`src/rtl/systolic_seq_pkg.sv`:
```
// State encoding and default array latency shared by the tile sequencer files.
package systolic_seq_pkg;

  typedef enum logic [2:0] {
    ST_IDLE    = 3'd0,
    ST_BIAS    = 3'd1,
    ST_COMPUTE = 3'd2,
    ST_DRAIN   = 3'd3,
    ST_FINISH  = 3'd4
  } seq_state_t;

  function automatic int default_sa_latency(input int array_n, input int array_m);
    return array_n + array_m;
  endfunction

endpackage

```
`src/rtl/seq_delay_line.sv`:
```
// Hold-able 1-bit shift register: out_bit follows in_bit after DEPTH unheld cycles.
// hold freezes every tap; any_valid reports whether any marker is still in flight.
module seq_delay_line #(
  parameter int DEPTH = 8
) (
  input  logic clk,
  input  logic reset,
  input  logic hold,
  input  logic in_bit,
  output logic out_bit,
  output logic any_valid
);

  logic [DEPTH-1:0] taps;

  always_ff @(posedge clk or negedge reset) begin
    if (!reset) begin
      taps <= '0;
    end else if (!hold) begin
      taps[0] <= in_bit;
      for (int i = 1; i < DEPTH; i++) begin
        taps[i] <= taps[i-1];
      end
    end
  end

  assign out_bit   = taps[DEPTH-1];
  assign any_valid = |taps;

endmodule

```
`src/rtl/systolic_tile_sequencer.sv`:
```
// Tile-loop sequencer for a systolic array; defining SEQ_PERF_CNT_EN adds a busy-cycle counter.
// Reads start the cycle after launch, writes trail each tile's last read by SA_LATENCY; stall freezes all state.
module systolic_tile_sequencer
  import systolic_seq_pkg::*;
#(
  parameter int ARRAY_N         = 4,
  parameter int ARRAY_M         = 4,
  parameter int LOOP_WIDTH      = 16,
  parameter int OBUF_ADDR_WIDTH = 16,
  parameter int BBUF_ADDR_WIDTH = 16,
  parameter int SA_LATENCY      = default_sa_latency(ARRAY_N, ARRAY_M)
) (
  input  logic                       clk,
  input  logic                       reset,
  input  logic                       start,
  input  logic                       stall,
  input  logic [LOOP_WIDTH-1:0]      cfg_k,
  input  logic [LOOP_WIDTH-1:0]      cfg_tiles,
  input  logic [OBUF_ADDR_WIDTH-1:0] cfg_obuf_base,
  input  logic [BBUF_ADDR_WIDTH-1:0] cfg_bias_base,
  input  logic                       cfg_bias_en,
  output logic                       ibuf_read_req,
  output logic                       wbuf_read_req,
  output logic                       acc_clear,
  output logic                       bias_read_req,
  output logic [BBUF_ADDR_WIDTH-1:0] bias_read_addr,
  output logic                       bias_prev_sw,
  output logic                       obuf_write_req,
  output logic [OBUF_ADDR_WIDTH-1:0] obuf_write_addr,
  output logic                       busy,
  output logic                       done
`ifdef SEQ_PERF_CNT_EN
  ,
  output logic [31:0]                perf_cycles
`endif
);

  localparam logic [LOOP_WIDTH-1:0]      LOOP_ONE = 1;
  localparam logic [OBUF_ADDR_WIDTH-1:0] OBUF_ONE = 1;

  seq_state_t state, state_next;

  logic [LOOP_WIDTH-1:0]      k_q, tiles_q, k_cnt, tile_idx, k_last, job_tiles;
  logic [OBUF_ADDR_WIDTH-1:0] obuf_base_q, wr_idx;
  logic [BBUF_ADDR_WIDTH-1:0] bias_base_q;
  logic bias_en_q, pending, accept, go, job_bias;
  logic read_fire, last_read, last_tile, dl_out, dl_any;

  // A start seen under stall is parked in pending until the stall clears.
  assign accept    = start && (state == ST_IDLE) && !pending;
  assign go        = (accept || pending) && !stall;
  assign job_tiles = accept ? cfg_tiles : tiles_q;
  assign job_bias  = accept ? cfg_bias_en : bias_en_q;
  assign k_last    = (k_q == '0) ? '0 : k_q - LOOP_ONE;
  assign read_fire = (state == ST_COMPUTE) && !stall;
  assign last_read = read_fire && (k_cnt == k_last);
  assign last_tile = (tile_idx == tiles_q - LOOP_ONE);

  always_ff @(posedge clk or negedge reset) begin
    if (!reset) state <= ST_IDLE;
    else        state <= state_next;
  end

  always_comb begin
    state_next = state;
    case (state)
      ST_IDLE: begin
        if (go) begin
          if (job_tiles == '0) state_next = ST_FINISH;
          else if (job_bias)   state_next = ST_BIAS;
          else                 state_next = ST_COMPUTE;
        end
      end
      ST_BIAS:    if (!stall) state_next = ST_COMPUTE;
      ST_COMPUTE: begin
        if (last_read) begin
          if (last_tile)      state_next = ST_DRAIN;
          else if (bias_en_q) state_next = ST_BIAS;
          else                state_next = ST_COMPUTE;
        end
      end
      ST_DRAIN:   if (!stall && !dl_any) state_next = ST_FINISH;
      ST_FINISH:  if (!stall) state_next = ST_IDLE;
      default:    state_next = ST_IDLE;
    endcase
  end

  always_comb begin
    ibuf_read_req   = 1'b0;
    wbuf_read_req   = 1'b0;
    acc_clear       = 1'b0;
    bias_read_req   = 1'b0;
    busy            = (state != ST_IDLE);
    bias_prev_sw    = (state != ST_IDLE) && !bias_en_q;
    bias_read_addr  = bias_base_q + BBUF_ADDR_WIDTH'(tile_idx);
    obuf_write_req  = dl_out && !stall;
    obuf_write_addr = obuf_base_q + wr_idx;
    case (state)
      ST_BIAS: bias_read_req = !stall;
      ST_COMPUTE: begin
        ibuf_read_req = !stall;
        wbuf_read_req = !stall;
        acc_clear     = !stall && (k_cnt == '0);
      end
      default: ;
    endcase
  end

  always_ff @(posedge clk or negedge reset) begin
    if (!reset) begin
      k_q         <= '0;
      tiles_q     <= '0;
      obuf_base_q <= '0;
      bias_base_q <= '0;
      bias_en_q   <= 1'b0;
      pending     <= 1'b0;
      k_cnt       <= '0;
      tile_idx    <= '0;
      wr_idx      <= '0;
      done        <= 1'b0;
    end else begin
      pending <= (state == ST_IDLE) && (accept || pending) && stall;
      done    <= (state == ST_FINISH) && !stall;
      if (obuf_write_req) wr_idx <= wr_idx + OBUF_ONE;
      if (accept) begin
        k_q         <= cfg_k;
        tiles_q     <= cfg_tiles;
        obuf_base_q <= cfg_obuf_base;
        bias_base_q <= cfg_bias_base;
        bias_en_q   <= cfg_bias_en;
        k_cnt       <= '0;
        tile_idx    <= '0;
        wr_idx      <= '0;
      end else if (read_fire) begin
        if (last_read) begin
          k_cnt    <= '0;
          tile_idx <= tile_idx + LOOP_ONE;
        end else begin
          k_cnt <= k_cnt + LOOP_ONE;
        end
      end
    end
  end

  seq_delay_line #(.DEPTH(SA_LATENCY)) u_delay (
    .clk       (clk),
    .reset     (reset),
    .hold      (stall),
    .in_bit    (last_read),
    .out_bit   (dl_out),
    .any_valid (dl_any)
  );

`ifdef SEQ_PERF_CNT_EN
  always_ff @(posedge clk or negedge reset) begin
    if (!reset)                 perf_cycles <= '0;
    else if (accept)            perf_cycles <= '0;
    else if (state != ST_IDLE)  perf_cycles <= perf_cycles + 32'd1;
  end
`endif

endmodule

```
`config.mk`:
```
export PLATFORM = sky130hd
export DESIGN_NAME = systolic_tile_sequencer
export DESIGN_NICKNAME = d
export VERILOG_FILES = /design/src/rtl/systolic_seq_pkg.sv /design/src/rtl/seq_delay_line.sv /design/src/rtl/systolic_tile_sequencer.sv
export SDC_FILE = /design/constraint.sdc
export NUM_CORES = 1
export LEC_CHECK = 0
export BUFFER_PORTS_ARGS = -buffer_cell sky130_fd_sc_hd__buf_2
export CORE_MARGIN = 4
export CORE_UTILIZATION = 30
export DETAILED_ROUTE_END_ITERATION = 10
export PLACE_DENSITY = 0.52
export SETUP_SLACK_MARGIN = 0.1
export SYNTH_ARGS = -nofsm -noshare
export SYNTH_HDL_FRONTEND = slang
export SYNTH_SLANG_ARGS = --single-unit
```
`constraint.sdc`:
```
create_clock -name clk -period 3.2 [get_ports clk]
set_clock_uncertainty 0.05 [all_clocks]
set_input_delay 0.32 -clock clk [delete_from_list [all_inputs] [get_ports clk]]
set_output_delay 0.32 -clock clk [all_outputs]
set_load 0.03 [all_outputs]
```
==> results.json, run 1 <==
{
  "cts_root_buffer": "clkbuf_16",
  "status": "complete, but fails checks",
  "r2r_slack_ns": 0.16,
  "grtUsageTotal": 0.162,
  "grt_overflow": 0,
  "htreeDepth": 4,
  "clkSlewWorstSetupHoldPaths_ns": 0.07,
  "die_area_mm2": 0.0312,
  "clk_path_buf_depth": 2,
  "min_path_type": "in -> reg",
  "synth_top_family_by_area": "simple AND/OR/NAND/NOR gates",
  "cts_tree": "built",
  "ant_nets": 0,
  "syn-num-nets": 1153,
  "place_ws_ns": 0.0350,
  "path_max_fanout": 3,
  "synth_compound_area_frac": 0.123,
  "whs_ns": 0.0271,
  "final_util": 0.404,
  "core_mm2": 0.0279,
  "antenna_found_initial": 0,
  "ir_drop_uv": 473,
  "grt_setup_unrepaired": "yes",
  "synthFlopType": "dfrtp_1",
  "muxShareOfSynthArea": 0.0292,
  "grt_pass1_wl_mm": 41.1,
  "path_delay_family": "compound AO/OA/AOI/OAI gates",
  "synthDistinctLibCells": 76,
  "p_seq_frac": 0.280,
  "cts.sinks": 126,
  "drc": 0,
  "insertion_delay_ns": 0.42,
  "netlist_area_mm2": 0.00852,
  "n_fill_cell": 2936,
  "dpl-instance-area_mm2": 0.00982,
  "cts-buffers-inserted": 17,
  "worst-setup-path-type": "reg -> out",
  "netlist_instances": 1046,
  "final_cell_area_mm2": 0.0113,
  "slowest_delay_ns": 0.38,
  "die_h_um": 177,
  "avgRoutedWirePerCell_um": 15.8,
  "startpoint": "tile_idx[1]$_DFFE_PN0P_",
  "antenna_cells": 0,
  "async_flop_share": 1.00,
  "regToRegStartpoint": "k_q[2]$_DFFE_PN0P_",
  "switching_power_w": 0.00388,
  "power.share.combinational": 0.502,
  "worstPathRequired_ns": 2.83,
  "max_cap_violations": 0,
  "failed_checks": "negative setup slack",
  "layout-drive-gt1-share": 0.273,
  "ys_warn_count": 0,
  "drt_iter0_drc": 431,
  "setup_viol": 3,
  "final.period_utilization": 1.03,
  "ys_seq_elements": 126,
  "final_cells": 1609,
  "worst_slack_ns": -0.104,
  "critical_path.n_buffers_inverters": 2,
  "synthAdderAreaFrac": 0.0575,
  "grt_pass1_vias": 7992,
  "critical-path-slowest-cell": "dfrtp_1",
  "internal_power_w": 0.00521,
  "dp_cells": 1542,
  "maxSlewHeadroom": 0.458,
  "via_per_inst": 5.03,
  "final_nets": 1325,
  "grt_max_degree": 78,
  "synthSimpleGateAreaFrac": 0.305,
  "first_pass_iters": 5,
  "cp.depth": 11,
  "io_pins": 109,
  "fmax_mhz": 303,
  "critPathArrivalTime_ns": 2.93,
  "worstSetupEndpointType": "output port",
  "p_per_area_mw_per_mm2": 806,
  "fp-row-count": 61,
  "period_minus_slack_ns": 3.30,
  "tightest_slew_ns": 0.814,
  "r2r_cells": 11,
  "num_vias": 8089,
  "crit_chain": "ha_1 > a21oi_2 > o21ai_2 > o41a_1 > a41o_1 > o41ai_2 > buf_4 > o2111ai_2 > a21oi_2 > xnor2_1 > buf_4",
  "wirelength_mm": 25.4,
  "ys_seq_area_frac": 0.370,
  "gp_congestion": 0.895,
  "fp.dieW_um": 177,
  "synth-edff-count": 0,
  "start_kind": "flop",
  "areaGrowthSynthToFinish_pct": 32.3,
  "slew_viol_final": 0,
  "synth-xor-area-share": 0.0740,
  "final-hold-violation-count": 0,
  "portBuffers": 108,
  "dp_hpwl_mm": 17.5,
  "leakagePower_nw": 5.50,
  "crit_end": "bias_read_addr[15]",
  "avgSynthCellArea_um2": 8.15,
  "start_util": 0.305,
  "swShare": 0.427,
  "worstReg2RegEnd": "tile_idx[0]$_DFFE_PN0P_",
  "power.clock.fraction": 0.218
}
## what timing repair did
item | CTS | global route
buffers inserted | 17 | 16
hold buffers | 1 | 0
endpoints found under the setup margin | 25 | 47
cloned | 0 | 2
hold endpoints to repair | 75 | 0
resized for setup | 63 | 66
pin swaps | 22 | 34
## synthesized netlist by cell type, types with 3 or more instances
library cell	number	area share
nand2_1	267	0.12
dfrtp_1	126	0.37
nor2_1	55	0.024
o21ai_0	45	0.026
nor3_1	43	0.025
xnor2_1	42	0.043
clkbuf_1	40	0.018
a21oi_1	38	0.022
ha_1	36	0.053
inv_1	33	0.015
nand3_1	30	0.018
xor2_1	30	0.031
nand2b_1	21	0.015
nor4_1	20	0.015
and3_1	19	0.014
or3_1	19	0.014
mux2i_1	17	0.020
nand4_1	12	0.0088
o22ai_1	12	0.0088
nor2b_1	8	0.0059
or2_2	8	0.0059
buf_2	7	0.0041
mux2_2	7	0.0092
nand3b_1	7	0.0062
o31ai_1	6	0.0053
nor4b_1	5	0.0051
a21o_1	4	0.0035
a31oi_1	4	0.0029
and2_1	4	0.0029
nor3b_1	4	0.0035
o2111ai_1	4	0.0041
o211ai_1	4	0.0035
o21a_1	4	0.0035
o311ai_0	4	0.0041
or4_1	4	0.0035
buf_1	3	0.0013
nand4b_1	3	0.0031
## flip-flops by register name (all words and copies together), names as in the netlist
| name | count |
|---|---|
| bias_base_q | 16 |
| k_cnt | 16 |
| k_q | 16 |
| obuf_base_q | 16 |
| tile_idx | 16 |
| tiles_q | 16 |
| wr_idx | 16 |
| u_delay.taps | 8 |
| state | 3 |
| bias_en_q | 1 |
| done | 1 |
| pending | 1 |
## per-layer routing
layer | global-route usage | wire length (um) | vias up
met2 | 0.261 | 11800 | 213
met3 | 0.0321 | 1400 | 21
li1 | - | - | 4002
met4 | 0.0338 | 232 | 0
met1 | 0.227 | 11900 | 3853
met5 | 0 | 0 | -
## logic make-up after synthesis
kind of cell,count (synthesis)
simple gates,541
compound gates,159
flops,126
buf+inv,86
xor+xnor,72
fa+ha+maj,38
mux,24
## placed cells by master, fill, tap and decap left out, types with 5 or more instances in the layout
cell type and n:
or3_1 17, nor3_1 32, nor4_1 16, nand2_1 266, nand2b_1 20, nor4_4 6
buf_6 11, xor2_1 30, buf_2 97, ha_1 28, dfrtp_1 123, o21ai_0 38
a21oi_2 8, and3_1 19, or2_2 8, nor2_1 52, xnor2_1 40, nand3_1 29
nor3_4 10, clkbuf_16 17, nand4_1 12, o22ai_1 12, mux2_2 7, buf_4 94
a21oi_1 30, inv_1 29, mux2i_1 17, nand3b_1 7, nor2b_1 6, o31ai_1 5
## worst reg2reg max path, stage by stage, from the launching register on
cell and delay, ns:
dfrtp_1 0.40, buf_4 0.16, or3_4 0.39, o31a_1 0.26, or3_4 0.39, a21oi_2 0.14
o221a_4 0.25, o32ai_4 0.16, buf_4 0.19, buf_6 0.13, or3_1 0.30, a21oi_1 0.14
## power by group through the flow
stage	registers, W	logic (W)	clock network (W)
3_5_place_dp	0.00253	0.00382	0
6_report	0.00254	0.00456	0.00199
2_1_floorplan	0.00243	0.00271	0
5_1_grt	0.00261	0.00500	0.00211
4_1_cts	0.00252	0.00415	0.00202
3_3_place_gp	0.00253	0.00382	0
## through the flow
step,TNS (ns),total power [W]
2_1_floorplan,0,0.00514
6_report,-0.181,0.00909
3_5_place_dp,0,0.00636
4_1_cts,-0.344,0.00869
3_3_place_gp,0,0.00635
5_1_grt,-1.07,0.00972
## layout make-up
| type | instances | area, um^2 | area share |
|---|---|---|---|
| multi-input cells | 835 | 5570 | 0.494 |
| flip-flops and latches | 126 | 3160 | 0.280 |
| repair buffers | 205 | 1360 | 0.121 |
| well taps | 378 | 473 | 0.0419 |
| clock buffers | 20 | 457 | 0.0405 |
| clock inverters | 12 | 135 | 0.0120 |
| inverters | 33 | 124 | 0.0110 |
## worst min-delay path by stage
stage | startpoint | endpoint | slack [ns] | cells past startpoint
floorplan | reset | bias_base_q[0]$_DFFE_PN0P_ | -0.03 | 0
global placement | reset | k_q[15]$_DFFE_PN0P_ | 0.38 | 1
detailed placement | reset | k_cnt[10]$_DFFE_PN0P_ | 0.38 | 1
CTS | cfg_obuf_base[5] | obuf_base_q[5]$_DFFE_PN0P_ | 0.01 | 3
global route | cfg_obuf_base[6] | obuf_base_q[6]$_DFFE_PN0P_ | 0.02 | 3
finish | cfg_obuf_base[9] | obuf_base_q[9]$_DFFE_PN0P_ | 0.03 | 3
Power figures use the tool's default switching activity.
==> inputs of run 2 (changes only) <==
--- a/config.mk
+++ b/config.mk
@@ -14,3 +14,4 @@
 export SYNTH_ARGS = -nofsm -noshare
 export SYNTH_HDL_FRONTEND = slang
 export SYNTH_SLANG_ARGS = --single-unit
+export TNS_END_PERCENT = 50
==> results.json, run 2 (synthesis gave the netlist of run 1 again) <==
{
  "antenna_found_initial": 0,
  "layout_common_cells": "nand2_1 (266), dfrtp_1 (121), buf_2 (97), buf_4 (92), nor2_1 (51)",
  "ant_nets": 0,
  "io_pins": 109,
  "worst-setup-path-type": "reg -> out",
  "layout-drive-gt1-share": 0.269,
  "tightest_slew_ns": 0.800,
  "gp_congestion": 0.895,
  "start_kind": "flop",
  "cts-buffers-inserted": 17,
  "areaGrowthSynthToFinish_pct": 31.5,
  "failed_checks": "negative setup slack",
  "antenna_cells": 0,
  "maxSlewHeadroom": 0.467,
  "start_util": 0.305,
  "fp-row-count": 61,
  "clkSlewWorstSetupHoldPaths_ns": 0.07,
  "die_h_um": 177,
  "critPathArrivalTime_ns": 2.94,
  "path_delay_family": "compound AO/OA/AOI/OAI gates",
  "grtUsageTotal": 0.162,
  "worstPathRequired_ns": 2.83,
  "drc": 0,
  "num_vias": 8071,
  "worst_slack_ns": -0.105,
  "grt_pass1_wl_mm": 41.1,
  "fmax_mhz": 303,
  "dpl-instance-area_mm2": 0.00982,
  "core_mm2": 0.0279,
  "n_fill_cell": 2941,
  "final_cell_area_mm2": 0.0112,
  "seqCellArea_mm2": 0.00316,
  "grt_overflow": 0,
  "die_area_mm2": 0.0312,
  "cts.sinks": 126,
  "fp.dieW_um": 177,
  "avgRoutedWirePerCell_um": 15.8,
  "status": "complete, but fails checks",
  "dp_hpwl_mm": 17.5,
  "drt_iter0_drc": 466,
  "cts_root_buffer": "clkbuf_16",
  "layout_commonest_cell": "nand2_1",
  "min_path_type": "in -> reg",
  "final.period_utilization": 1.03,
  "slowest_delay_ns": 0.38,
  "setup_viol": 3,
  "path_max_fanout": 3,
  "via_per_inst": 5.02,
  "grt_pass1_vias": 7990,
  "p_per_area_mw_per_mm2": 808,
  "critical_path.n_buffers_inverters": 2,
  "slew_viol_final": 0,
  "period_minus_slack_ns": 3.31,
  "grt_setup_unrepaired": "yes",
  "wirelength_mm": 25.4,
  "crit_chain": "ha_1 > a21oi_2 > o21ai_2 > o41a_1 > a41o_1 > o41ai_2 > buf_4 > o2111ai_2 > a21oi_2 > xnor2_1 > buf_4",
  "grt_max_degree": 78,
  "portBuffers": 108,
  "place_ws_ns": 0.0350,
  "r2r_slack_ns": 0.15,
  "insertion_delay_ns": 0.42,
  "first_pass_iters": 5,
  "clk_path_buf_depth": 2,
  "ir_drop_uv": 473,
  "multi_input_area_mm2": 0.00552,
  "cts_tree": "built",
  "htreeDepth": 4,
  "worstSetupEndpointType": "output port",
  "max_cap_violations": 0,
  "final-hold-violation-count": 0,
  "leakagePower_nw": 5.43,
  "final_nets": 1323,
  "critical-path-slowest-cell": "dfrtp_1"
}
run 2: changes by cell type in the layout (fill, tap and decap cells not counted), moves of 2 or more:
cell     change
dfrtp_2      +2
o21ai_2      -2
dfrtp_1      -2
buf_4        -2
nor3_2       +4
nor3_4       -4
run 2: stage by stage:
stage / total power (W) / cells / utilization / hold WS [ns] / TNS, ns
global route: 0.00969 / 1607 / 0.401 / 0.0165 / -1.06
floorplan: 0.00514 / 1046 / - / -0.0256 / 0
detailed placement: 0.00636 / 1542 / 0.352 / 0.380 / 0
global placement: 0.00635 / 1542 / 0.352 / 0.382 / 0
finish: 0.00905 / 1607 / 0.401 / 0.0264 / -0.189
CTS: 0.00867 / 1592 / 0.387 / 0.0104 / -0.344
run 2: final cells by class:
class / count / area share
clock buffer: 20 / 0.0407
clock inverter: 12 / 0.0121
inverter: 33 / 0.0110
multi-input combinational: 835 / 0.492
sequential: 126 / 0.282
tap: 378 / 0.0422
timing repair buffer: 203 / 0.120
run 2: worst register-to-register path, stage by stage (launching register included):
cell	delay (ns)
dfrtp_1	0.41
buf_6	0.14
or3_4	0.42
o31a_1	0.27
or3_4	0.39
a21oi_2	0.15
o221a_4	0.21
buf_4	0.14
o32ai_4	0.15
or2_2	0.36
a32o_1	0.26
run 2: routing by layer:
metal | wire [um] | GRT usage | vias to the layer above
met5 | 0 | 0 | -
met4 | 219 | 0.0338 | 0
met3 | 1360 | 0.0321 | 17
met2 | 11800 | 0.261 | 202
met1 | 12000 | 0.227 | 3857
li1 | - | - | 3995
run 2: worst paths after layout:
kind,depth (start not counted),from,to
worst max register to register,10,k_q[2]$_DFFE_PN0P_,k_cnt[1]$_DFFE_PN0P_
worst min-delay path,3,cfg_obuf_base[9],obuf_base_q[9]$_DFFE_PN0P_
worst max-delay path,11,tile_idx[1]$_DFFE_PN0P_,bias_read_addr[15]
min in group asynchronous,2,reset,k_cnt[8]$_DFFE_PN0P_
max in group asynchronous,3,reset,k_q[3]$_DFFE_PN0P_
worst min register to register,2,bias_base_q[12]$_DFFE_PN0P_,bias_base_q[12]$_DFFE_PN0P_
run 2: what timing repair did:
| action | in CTS | in global routing |
|---|---|---|
| setup buffers | 17 | 14 |
| pin swaps | 22 | 30 |
| endpoints found under the hold margin | 75 | 0 |
| cloned | 0 | 2 |
| hold buffers | 1 | 0 |
| resized for setup | 59 | 62 |
| endpoints found under the setup margin | 25 | 47 |
run 2: report_power, final:
part	switching (W)	internal, W
clock network	0.000788	0.00119
logic	0.00259	0.00194
registers	0.000480	0.00206
total	0.00386	0.00520
